==> src/rtl/if_fetch_unit.sv <==
// rtl/if_fetch_unit.sv - instruction-fetch stage: PC owner, imem req/ack, decode valid/ready, redirect squash
// Optional feature macro: IF_PERF_EN (adds perf_fetch_cnt / perf_stall_cnt outputs)
module if_fetch_unit #(
  parameter int             N         = 32,
  parameter logic [N-1:0]   RESET_PC  = 32'h00000010,
  parameter logic [N-1:0]   NOP_INSTR = 32'h00000013
) (
  input  logic         clk,
  input  logic         reset,
  input  logic         en,
  output logic         imem_req,
  output logic [N-1:0] imem_addr,
  input  logic         imem_ack,
  input  logic [N-1:0] imem_rdata,
  input  logic         redirect_valid,
  input  logic [N-1:0] redirect_pc,
  output logic         out_valid,
  input  logic         out_ready,
  output logic [N-1:0] out_pc,
  output logic [N-1:0] out_instr,
  output logic [N-1:0] out_pc_plus4
`ifdef IF_PERF_EN
  ,
  output logic [31:0]  perf_fetch_cnt,
  output logic [31:0]  perf_stall_cnt
`endif
);

  typedef enum logic [1:0] {
    S_FETCH = 2'd0,
    S_HOLD  = 2'd1,
    S_DROP  = 2'd2
  } state_t;

  state_t       state_q, state_d;
  logic [N-1:0] pc_q, pc_d;
  logic [N-1:0] drop_addr_q, drop_addr_d;
  logic         out_valid_q, out_valid_d;
  logic [N-1:0] out_pc_q, out_pc_d;
  logic [N-1:0] out_instr_q, out_instr_d;
  logic [N-1:0] out_pc_plus4_q, out_pc_plus4_d;

  logic         consume;
  logic [N-1:0] redirect_target;
  logic [N-1:0] pc_plus4;

  assign consume         = out_valid_q && out_ready && en;
  assign redirect_target = {redirect_pc[N-1:2], 2'b00};
  assign pc_plus4        = pc_q + N'(4);

  assign out_valid    = out_valid_q;
  assign out_pc       = out_pc_q;
  assign out_instr    = out_instr_q;
  assign out_pc_plus4 = out_pc_plus4_q;

  // Memory-side outputs: a request stays up (and its address stable) until acked, even after a redirect.
  always_comb begin
    imem_req  = ((state_q == S_FETCH) || (state_q == S_DROP)) && !reset;
    imem_addr = (state_q == S_DROP) ? drop_addr_q : pc_q;
  end

  // Next-state logic: redirect outranks fetch completion and consume; acks outside a request are ignored.
  always_comb begin
    state_d        = state_q;
    pc_d           = pc_q;
    drop_addr_d    = drop_addr_q;
    out_valid_d    = out_valid_q;
    out_pc_d       = out_pc_q;
    out_instr_d    = out_instr_q;
    out_pc_plus4_d = out_pc_plus4_q;

    if (redirect_valid) begin
      pc_d        = redirect_target;
      out_valid_d = 1'b0;
      case (state_q)
        S_FETCH: begin
          if (!imem_ack) begin
            // Outstanding request cannot be withdrawn; remember where it went and eat its reply.
            drop_addr_d = pc_q;
            state_d     = S_DROP;
          end
        end
        S_HOLD:  state_d = S_FETCH;
        S_DROP:  if (imem_ack) state_d = S_FETCH;
        default: state_d = S_FETCH;
      endcase
    end else begin
      case (state_q)
        S_FETCH: begin
          if (imem_ack) begin
            out_pc_d       = pc_q;
            out_instr_d    = imem_rdata;
            out_pc_plus4_d = pc_plus4;
            out_valid_d    = 1'b1;
            pc_d           = pc_plus4;
            state_d        = S_HOLD;
          end
        end
        S_HOLD: begin
          if (consume) begin
            out_valid_d = 1'b0;
            state_d     = S_FETCH;
          end
        end
        S_DROP:  if (imem_ack) state_d = S_FETCH;
        default: state_d = S_FETCH;
      endcase
    end
  end

  // State and payload registers with synchronous reset.
  always_ff @(posedge clk) begin
    if (reset) begin
      state_q        <= S_FETCH;
      pc_q           <= RESET_PC;
      drop_addr_q    <= '0;
      out_valid_q    <= 1'b0;
      out_pc_q       <= '0;
      out_instr_q    <= NOP_INSTR;
      out_pc_plus4_q <= '0;
    end else begin
      state_q        <= state_d;
      pc_q           <= pc_d;
      drop_addr_q    <= drop_addr_d;
      out_valid_q    <= out_valid_d;
      out_pc_q       <= out_pc_d;
      out_instr_q    <= out_instr_d;
      out_pc_plus4_q <= out_pc_plus4_d;
    end
  end

`ifdef IF_PERF_EN
  logic [31:0] perf_fetch_q, perf_stall_q;

  assign perf_fetch_cnt = perf_fetch_q;
  assign perf_stall_cnt = perf_stall_q;

  // Handoff and back-pressure counters; free-running, wrap naturally, independent of redirects.
  always_ff @(posedge clk) begin
    if (reset) begin
      perf_fetch_q <= '0;
      perf_stall_q <= '0;
    end else begin
      if (consume)                  perf_fetch_q <= perf_fetch_q + 32'd1;
      if (out_valid_q && !consume)  perf_stall_q <= perf_stall_q + 32'd1;
    end
  end
`endif

endmodule
==> config.mk <==
export PLATFORM = sky130hd
export DESIGN_NAME = if_fetch_unit
export DESIGN_NICKNAME = d
export VERILOG_FILES = /design/src/rtl/if_fetch_unit.sv
export SDC_FILE = /design/constraint.sdc
export NUM_CORES = 1
export LEC_CHECK = 0
export ABC_AREA = 1
export BUFFER_PORTS_ARGS = -buffer_cell sky130_fd_sc_hd__buf_2
export CAP_MARGIN = 20
export CELL_PAD_IN_SITES_DETAIL_PLACEMENT = 1
export CELL_PAD_IN_SITES_GLOBAL_PLACEMENT = 1
export CORE_AREA = 2 2 181 112
export DETAILED_ROUTE_END_ITERATION = 10
export DIE_AREA = 0 0 183 114
export GPL_TIMING_DRIVEN = 0
export HOLD_SLACK_MARGIN = 0.05
export PLACE_DENSITY_LB_ADDON = 0.1
export SYNTH_ARGS = -nofsm -noshare
export SYNTH_HDL_FRONTEND = slang
export SYNTH_SLANG_ARGS = --single-unit
==> constraint.sdc <==
create_clock -name clk -period 2 [get_ports clk]
set_input_delay 0.4 -clock clk [delete_from_list [all_inputs] [get_ports clk]]
set_output_delay 0.4 -clock clk [all_outputs]
set_load 0.005 [all_outputs]
==> run_results.csv, run 1 <==
group,metric,value,unit
outcome,status,"finished, final reports clean",
yosys,synth_flop_cell,"dfxtp_1",
sta,slew_headroom,0.525,
clocking,numClockSinks,155,
floorplanning,start_util,0.351,
sta,maxClockFrequency,0.500,GHz
pwr,p_per_area,859,nW/µm²
detailed_routing,wirelength,26700,µm
detailed_routing,vias,7188,
floorplanning,die_y,114,µm
clocking,cts_tree,"yes",
final_layout,drive_gt1_frac,0.268,
critical_path,crit_fanout,10,
sta,hold_violations,0,
pwr,p_total,7.68,mW
critical_path,cp_data_required_time,1.60,ns
clocking,cts-root-buf,"clkbuf_16",
yosys,synth_top_area_cell,"dfxtp_1",
hold_path,min_path_type,"input port to flop",
yosys,syn_avg_cell_area,7.10,µm²
grt,grt_max_degree,17,
final_layout,fin_nets,1250,
grt,track_usage,0.262,
hold_path,hold_end,"out_instr[1]$_SDFFE_PP1P_",
place,post_dp_cell_area,8100,µm²
yosys,seq_area_frac_synth,0.455,
yosys,yosys_warnings,0,
place,hpwl,19900,µm
final_layout,fin_cells,1444,
clocking,cts_buffer_depth,2,
sta,skew,0.00873,ns
floorplanning,die-area,20900,µm²
yosys,yosys-top-cells-count,"188 x nand2_1, 155 x dfxtp_1, 150 x nor2_1",
yosys,netlist-cell-type-count,35,
grt,grt_use_met1,0.411,
clocking,clkLatencyLatePin,0.44,ns
grt,grt.overflow.total,0,
flow_run,maxCapViolCount,0,
detailed_routing,drc,0,
detailed_routing,routed_via_density,4.98,
pwr,p_leak,4.23,nW
sta,report.final.slew_viol_count,0,
place,placedCellCount,1407,
final_layout,final_area,8940,µm²
critical_path,r2r_slack,0.12,ns
grt,grt_pass1_wl,40700,µm
grt,grt_use_met3,0.0603,
detailed_routing,drt_iter0_markers,465,
yosys,synth_area_leaders,"dfxtp_1 46%, nand2_1 10%, o21ai_0 8.5%",
floorplanning,rows,40,
place,gp_congestion,0.851,
place,port_buffers,190,
yosys,yosysMostFrequentCell,"nand2_1",
grt,grt_pass1_vias,7001,
floorplanning,die_x,183,µm
sta,period_minus_slack,2.00,ns
detailed_routing,dr.pass1.iters,5,
grt,grt_antenna_before_repair,1,
grt,grt_busiest_layer,"met1",
grt,grtUsageMet2,0.355,
sta,tightest_slew,0.713,ns
detailed_routing,final_antenna_net_count,0,
pwr,ir_drop,618,µV
critical_path,crit_path_start_kind,"flop",
yosys,synth_edf_count,0,
critical_path,worstReg2RegEnd,"out_pc_plus4[27]$_SDFFE_PP0P_",
yosys,synth_top_area_share,0.455,
hold_path,min_path_cells,3,
detailed_routing,wl_per_cell,18.5,µm
yosys,synth_cells,960,
floorplanning,core_area,19400,µm²
final_layout,area_delta_synth_final,31.1,%
yosys,ys_ff_latch,155,
floorplanning,num_io_pins,200,
clocking,cts-htree-levels,4,
sta,finalSetupViolCount,0,
hold_path,holdCritStartpoint,"imem_rdata[1]",
critical_path,critical_path_class,"flop to output port",
critical_path,r2r-start,"state_q[0]$_SDFFE_PP0P_",
clocking,cts_buffers,17,
yosys,synthArstFlopShare,0,
final_layout,seq_area,3110,µm²
critical_path,cp.arrival,1.60,ns
critical_path,reg2reg_depth,10,
final_layout,fillerInstances,2562,
critical_path,critPathCaptureType,"output port",
yosys,syn_area,6820,µm²
sta,holdWs,0.170,ns
sta,rsz0062_at_grt,"yes",
clocking,path_clk_slew,0.06,ns
final_layout,diodes,0,
sta,fin_crit_sh,0.999,
final_layout,multi_input_area,3230,µm²
per-layer routing:
| metal | up-vias | wire, µm |
|---|---|---|
| met4 | 0 | 271 |
| met1 | 3441 | 14600 |
| li1 | 3522 | - |
| met3 | 20 | 1620 |
| met2 | 205 | 10200 |
| met5 | - | 0 |
stage by stage:
step	setup slack (ns)	TNS (ns)	util
final	0.00104	0	0.460
after global routing	-0.0500	-0.579	0.460
after CTS	-0.00365	-0.00570	0.455
after detailed placement	-0.212	-2.55	0.417
after global placement	-0.159	-1.99	0.417
after floorplan	0.469	0	-
where the power goes:
part	switching (mW)	internal, mW	total (mW)
registers	0.130	3.28	3.41
clock network	1.37	1.81	3.18
logic	0.664	0.419	1.08
logic make-up after synthesis:
| logic type | synth area share |
|---|---|
| AND/OR/NAND/NOR | 0.257 |
| AO/OA/AOI/OAI | 0.179 |
| flip-flops | 0.455 |
| buffers and inverters | 0.0910 |
| XOR/XNOR | 0.00899 |
| multiplexers | 0.00661 |
| adder cells (fa/ha/maj) | 0.00183 |
| other | 0.000550 |
how the worst max path moves through the flow:
stage,start,end,slack (ns),cells after the start
global placement,state_q[0]$_SDFFE_PP0P_,imem_addr[30],-0.16,7
finish,state_q[0]$_SDFFE_PP0P_,imem_addr[5],0.001,6
floorplan,state_q[0]$_SDFFE_PP0P_,imem_addr[17],0.47,6
global route,state_q[0]$_SDFFE_PP0P_,imem_addr[8],-0.05,5
detailed placement,state_q[0]$_SDFFE_PP0P_,imem_addr[30],-0.21,7
CTS,state_q[0]$_SDFFE_PP0P_,imem_addr[31],-0.004,6
layout by cell type, fill, tap and decap left out, types with 6 or more instances in the layout:
| cell type | netlist | routed |
|---|---|---|
| clkbuf_1 | 30 | 29 |
| clkbuf_16 | 0 | 17 |
| conb_1 | 1 | 6 |
| a21oi_1 | 114 | 96 |
| dfxtp_1 | 155 | 152 |
| nor2_1 | 150 | 141 |
| a21oi_2 | 0 | 15 |
| nand3_1 | 47 | 47 |
| a31oi_1 | 9 | 9 |
| buf_4 | 9 | 12 |
| buf_2 | 14 | 201 |
| nor2_4 | 7 | 7 |
| nand2_1 | 188 | 187 |
| o21ai_0 | 116 | 116 |
| nor2_2 | 4 | 13 |
| inv_1 | 73 | 72 |
cell type report:
type,instances,share of cell area
multi-input cells,671,0.362
flip-flops and latches,155,0.348
repair buffers,195,0.115
clock buffers,23,0.0535
plain buffers,63,0.0452
well taps,252,0.0353
inverters,76,0.0319
clock inverters,9,0.00980
what timing repair did:
item	CTS	global route
pin swaps	1	3
buffers inserted	1	3
gates cloned	1	0
hold endpoints to repair	0	0
hold buffers	0	0
resized for setup	42	26
setup endpoints to repair	30	56
critical path, stage by stage (launching register included):
cell     delay [ns]
dfxtp_2        0.33
inv_2          0.08
nand2_4        0.10
buf_8          0.16
buf_12         0.15
a21oi_2        0.18
buf_2          0.14
state kept, by name, summed over array words and instances (netlist names):
name / count
pc_q: 30
out_pc_plus4: 30
out_pc: 30
out_instr: 32
drop_addr_q: 30
state_q: 2
out_valid: 1
No activity file was read; power rests on OpenSTA's default activity.
==> run 2: changes to the inputs <==
==> config.mk (replaced) <==
export PLATFORM = sky130hd
export DESIGN_NAME = if_fetch_unit
export DESIGN_NICKNAME = d
export VERILOG_FILES = /design/src/rtl/if_fetch_unit.sv
export SDC_FILE = /design/constraint.sdc
export NUM_CORES = 1
export LEC_CHECK = 0
export ABC_AREA = 1
export BUFFER_PORTS_ARGS = -buffer_cell sky130_fd_sc_hd__buf_2
export CAP_MARGIN = 20
export CORE_AREA = 2 2 132 108
export DETAILED_ROUTE_END_ITERATION = 10
export DIE_AREA = 0 0 134 110
export GPL_TIMING_DRIVEN = 0
export HOLD_SLACK_MARGIN = 0.05
export PLACE_DENSITY = 0.79
export SYNTH_ARGS = -nofsm -noshare
export SYNTH_HDL_FRONTEND = slang
export SYNTH_SLANG_ARGS = --single-unit
==> run 2 against run 1 <==
Effect of this change: setup slack improved by 0.042 ns; critical endpoint is now imem_addr[27]; clock skew increased by 0.0017 ns; sequential share of layout area increased by 0.54 points; worst hold slack improved by 0.015 ns; power increased by 2.8%; first-iteration DRC count increased by 65%.
==> run_results.csv, run 2 (synthesis results as in run 1) <==
group,metric,value,unit
place,port_buffers,190,
clocking,cts_tree,"yes",
clocking,path_clk_slew,0.06,ns
sta,hold_violations,0,
critical_path,crit_fanout,10,
clocking,cts_buffers,17,
detailed_routing,wl_per_cell,16.3,µm
clocking,numClockSinks,155,
clocking,cts_buffer_depth,2,
sta,skew,0.0105,ns
final_layout,final_cell_mix,"203 x buf_2, 187 x nand2_1, 153 x dfxtp_1",
final_layout,drive_gt1_frac,0.254,
sta,maxClockFrequency,0.511,GHz
critical_path,reg2reg_depth,8,
critical_path,cp_slowest_stage_delay,0.33,ns
floorplanning,core_area,13400,µm²
sta,rsz0062_at_grt,"no",
sta,report.final.slew_viol_count,0,
critical_path,crit_slowest_cell,"dfxtp_2",
floorplanning,rows,38,
flow_run,maxCapViolCount,0,
detailed_routing,drc,0,
sta,slew_headroom,0.557,
pwr,p_total,7.90,mW
detailed_routing,dr.pass1.iters,5,
critical_path,critical_path_class,"flop to output port",
detailed_routing,final_antenna_net_count,0,
detailed_routing,routed_via_density,5.28,
pwr,p_per_area,898,nW/µm²
place,post_dp_cell_area,8010,µm²
critical_path,r2r-start,"state_q[1]$_SDFFE_PP0P_",
critical_path,cp_data_required_time,1.60,ns
grt,grt_pass1_vias,6608,
clocking,ctsHoldBuffers,0,
pwr,p_leak,4.24,nW
sta,finalSetupViolCount,0,
floorplanning,die_x,134,µm
detailed_routing,vias,7231,
critical_path,r2r_slack,0.16,ns
floorplanning,num_io_pins,200,
grt,grt_pass1_wl,34200,µm
sta,period_minus_slack,1.96,ns
critical_path,worstReg2RegEnd,"out_pc_plus4[29]$_SDFFE_PP0P_",
final_layout,largest_reg_flops,32,
hold_path,min_path_type,"input port to flop",
grt,track_usage,0.300,
critical_path,critPathCaptureType,"output port",
critical_path,crit_path_start_kind,"flop",
floorplanning,die_y,110,µm
sta,tightest_slew,0.665,ns
grt,grt_antenna_before_repair,0,
final_layout,area_delta_synth_final,29.0,%
pwr,ir_drop,680,µV
final_layout,final_area,8800,µm²
critical_path,path_cells,"inv_2 -> nand2_4 -> clkbuf_16 -> buf_6 -> a21oi_2 -> buf_2",
outcome,status,"finished, final reports clean",
floorplanning,die-area,14700,µm²
detailed_routing,drt_iter0_markers,765,
sta,fin_crit_sh,0.978,
final_layout,fin_nets,1247,
place,hpwl,15900,µm
critical_path,startpoint,"state_q[0]$_SDFFE_PP0P_",
final_layout,final_common_cell,"buf_2",
critical_path,cp.arrival,1.56,ns
detailed_routing,wirelength,22300,µm
sta,holdWs,0.185,ns
clocking,cts-htree-levels,4,
critical_path,endpoint,"imem_addr[27]",
floorplanning,start_util,0.510,
place,gp_congestion,0.980,
clocking,cts-root-buf,"clkbuf_16",
grt,grt.overflow.total,0,
clocking,clkLatencyLatePin,0.43,ns
grt,grt_max_degree,17,
run 2: cell count changes in the layout (fill, tap and decap cells not counted), sizes merged:
cell	before	now
clkbuf	56	54
diode	0	1
buf	224	221
bufinv	1	4
clkinvlp	4	1
inv	76	77
run 2: what timing repair did:
action	CTS	global route
resized for setup	28	12
gates cloned	0	1
buffers inserted	0	1
endpoints found under the setup margin	30	30
run 2: worst min path at each step:
stage,depth (start not counted),slack (ns),startpoint,end
6_report,3,0.19,imem_rdata[0],out_instr[0]$_SDFFE_PP1P_
3_3_place_gp,2,0.44,out_instr[4]$_SDFFE_PP1P_,out_instr[4]$_SDFFE_PP1P_
5_1_grt,2,0.18,imem_ack,state_q[1]$_SDFFE_PP0P_
4_1_cts,2,0.18,imem_ack,state_q[1]$_SDFFE_PP0P_
3_5_place_dp,2,0.45,out_instr[0]$_SDFFE_PP1P_,out_instr[0]$_SDFFE_PP1P_
2_1_floorplan,1,0.45,state_q[0]$_SDFFE_PP0P_,state_q[1]$_SDFFE_PP0P_
run 2: power by group:
| group | switching [mW] | internal (mW) | total, mW |
|---|---|---|---|
| Combinational | 0.618 | 0.398 | 1.02 |
| Sequential | 0.121 | 3.28 | 3.41 |
| Clock | 1.32 | 2.16 | 3.48 |
| Total | 2.06 | 5.84 | 7.90 |
run 2: metal layers:
| layer | track usage | up-vias | part of all wire |
|---|---|---|---|
| met5 | 0 | - | 0 |
| li1 | - | 3516 | - |
| met2 | 0.460 | 354 | 0.43 |
| met3 | 0.0640 | 36 | 0.091 |
| met1 | 0.424 | 3325 | 0.46 |
| met4 | 0.0995 | 0 | 0.020 |
run 2: final cells by class:
| type | count | area (µm²) |
|---|---|---|
| clock buffer | 21 | 460 |
| tap | 180 | 225 |
| timing repair buffer | 192 | 983 |
| antenna | 1 | 2.50 |
| buffer | 63 | 384 |
| inverter | 76 | 285 |
| sequential | 155 | 3110 |
| multi-input combinational | 671 | 3190 |
| clock inverter | 10 | 164 |
| fill | 1197 | 4560 |
run 2: stage by stage:
stage	util	instances	setup TNS, ns	setup WS, ns
floorplan	-	965	0	0.469
global placement	0.600	1335	-0.443	-0.0993
detailed placement	0.600	1335	-0.560	-0.0967
CTS	0.653	1366	-0.00136	-0.000993
global route	0.658	1368	0	0.00498
finish	0.659	1369	0	0.0430
run 2: worst max-delay path, delay by kind of cell, from the launching register on:
kind	cells	cell delay, ns
DFF	1	0.33
AOI/OAI and AO/OA	1	0.17
and+or+nand+nor	1	0.09
buffers and inverters	4	0.53
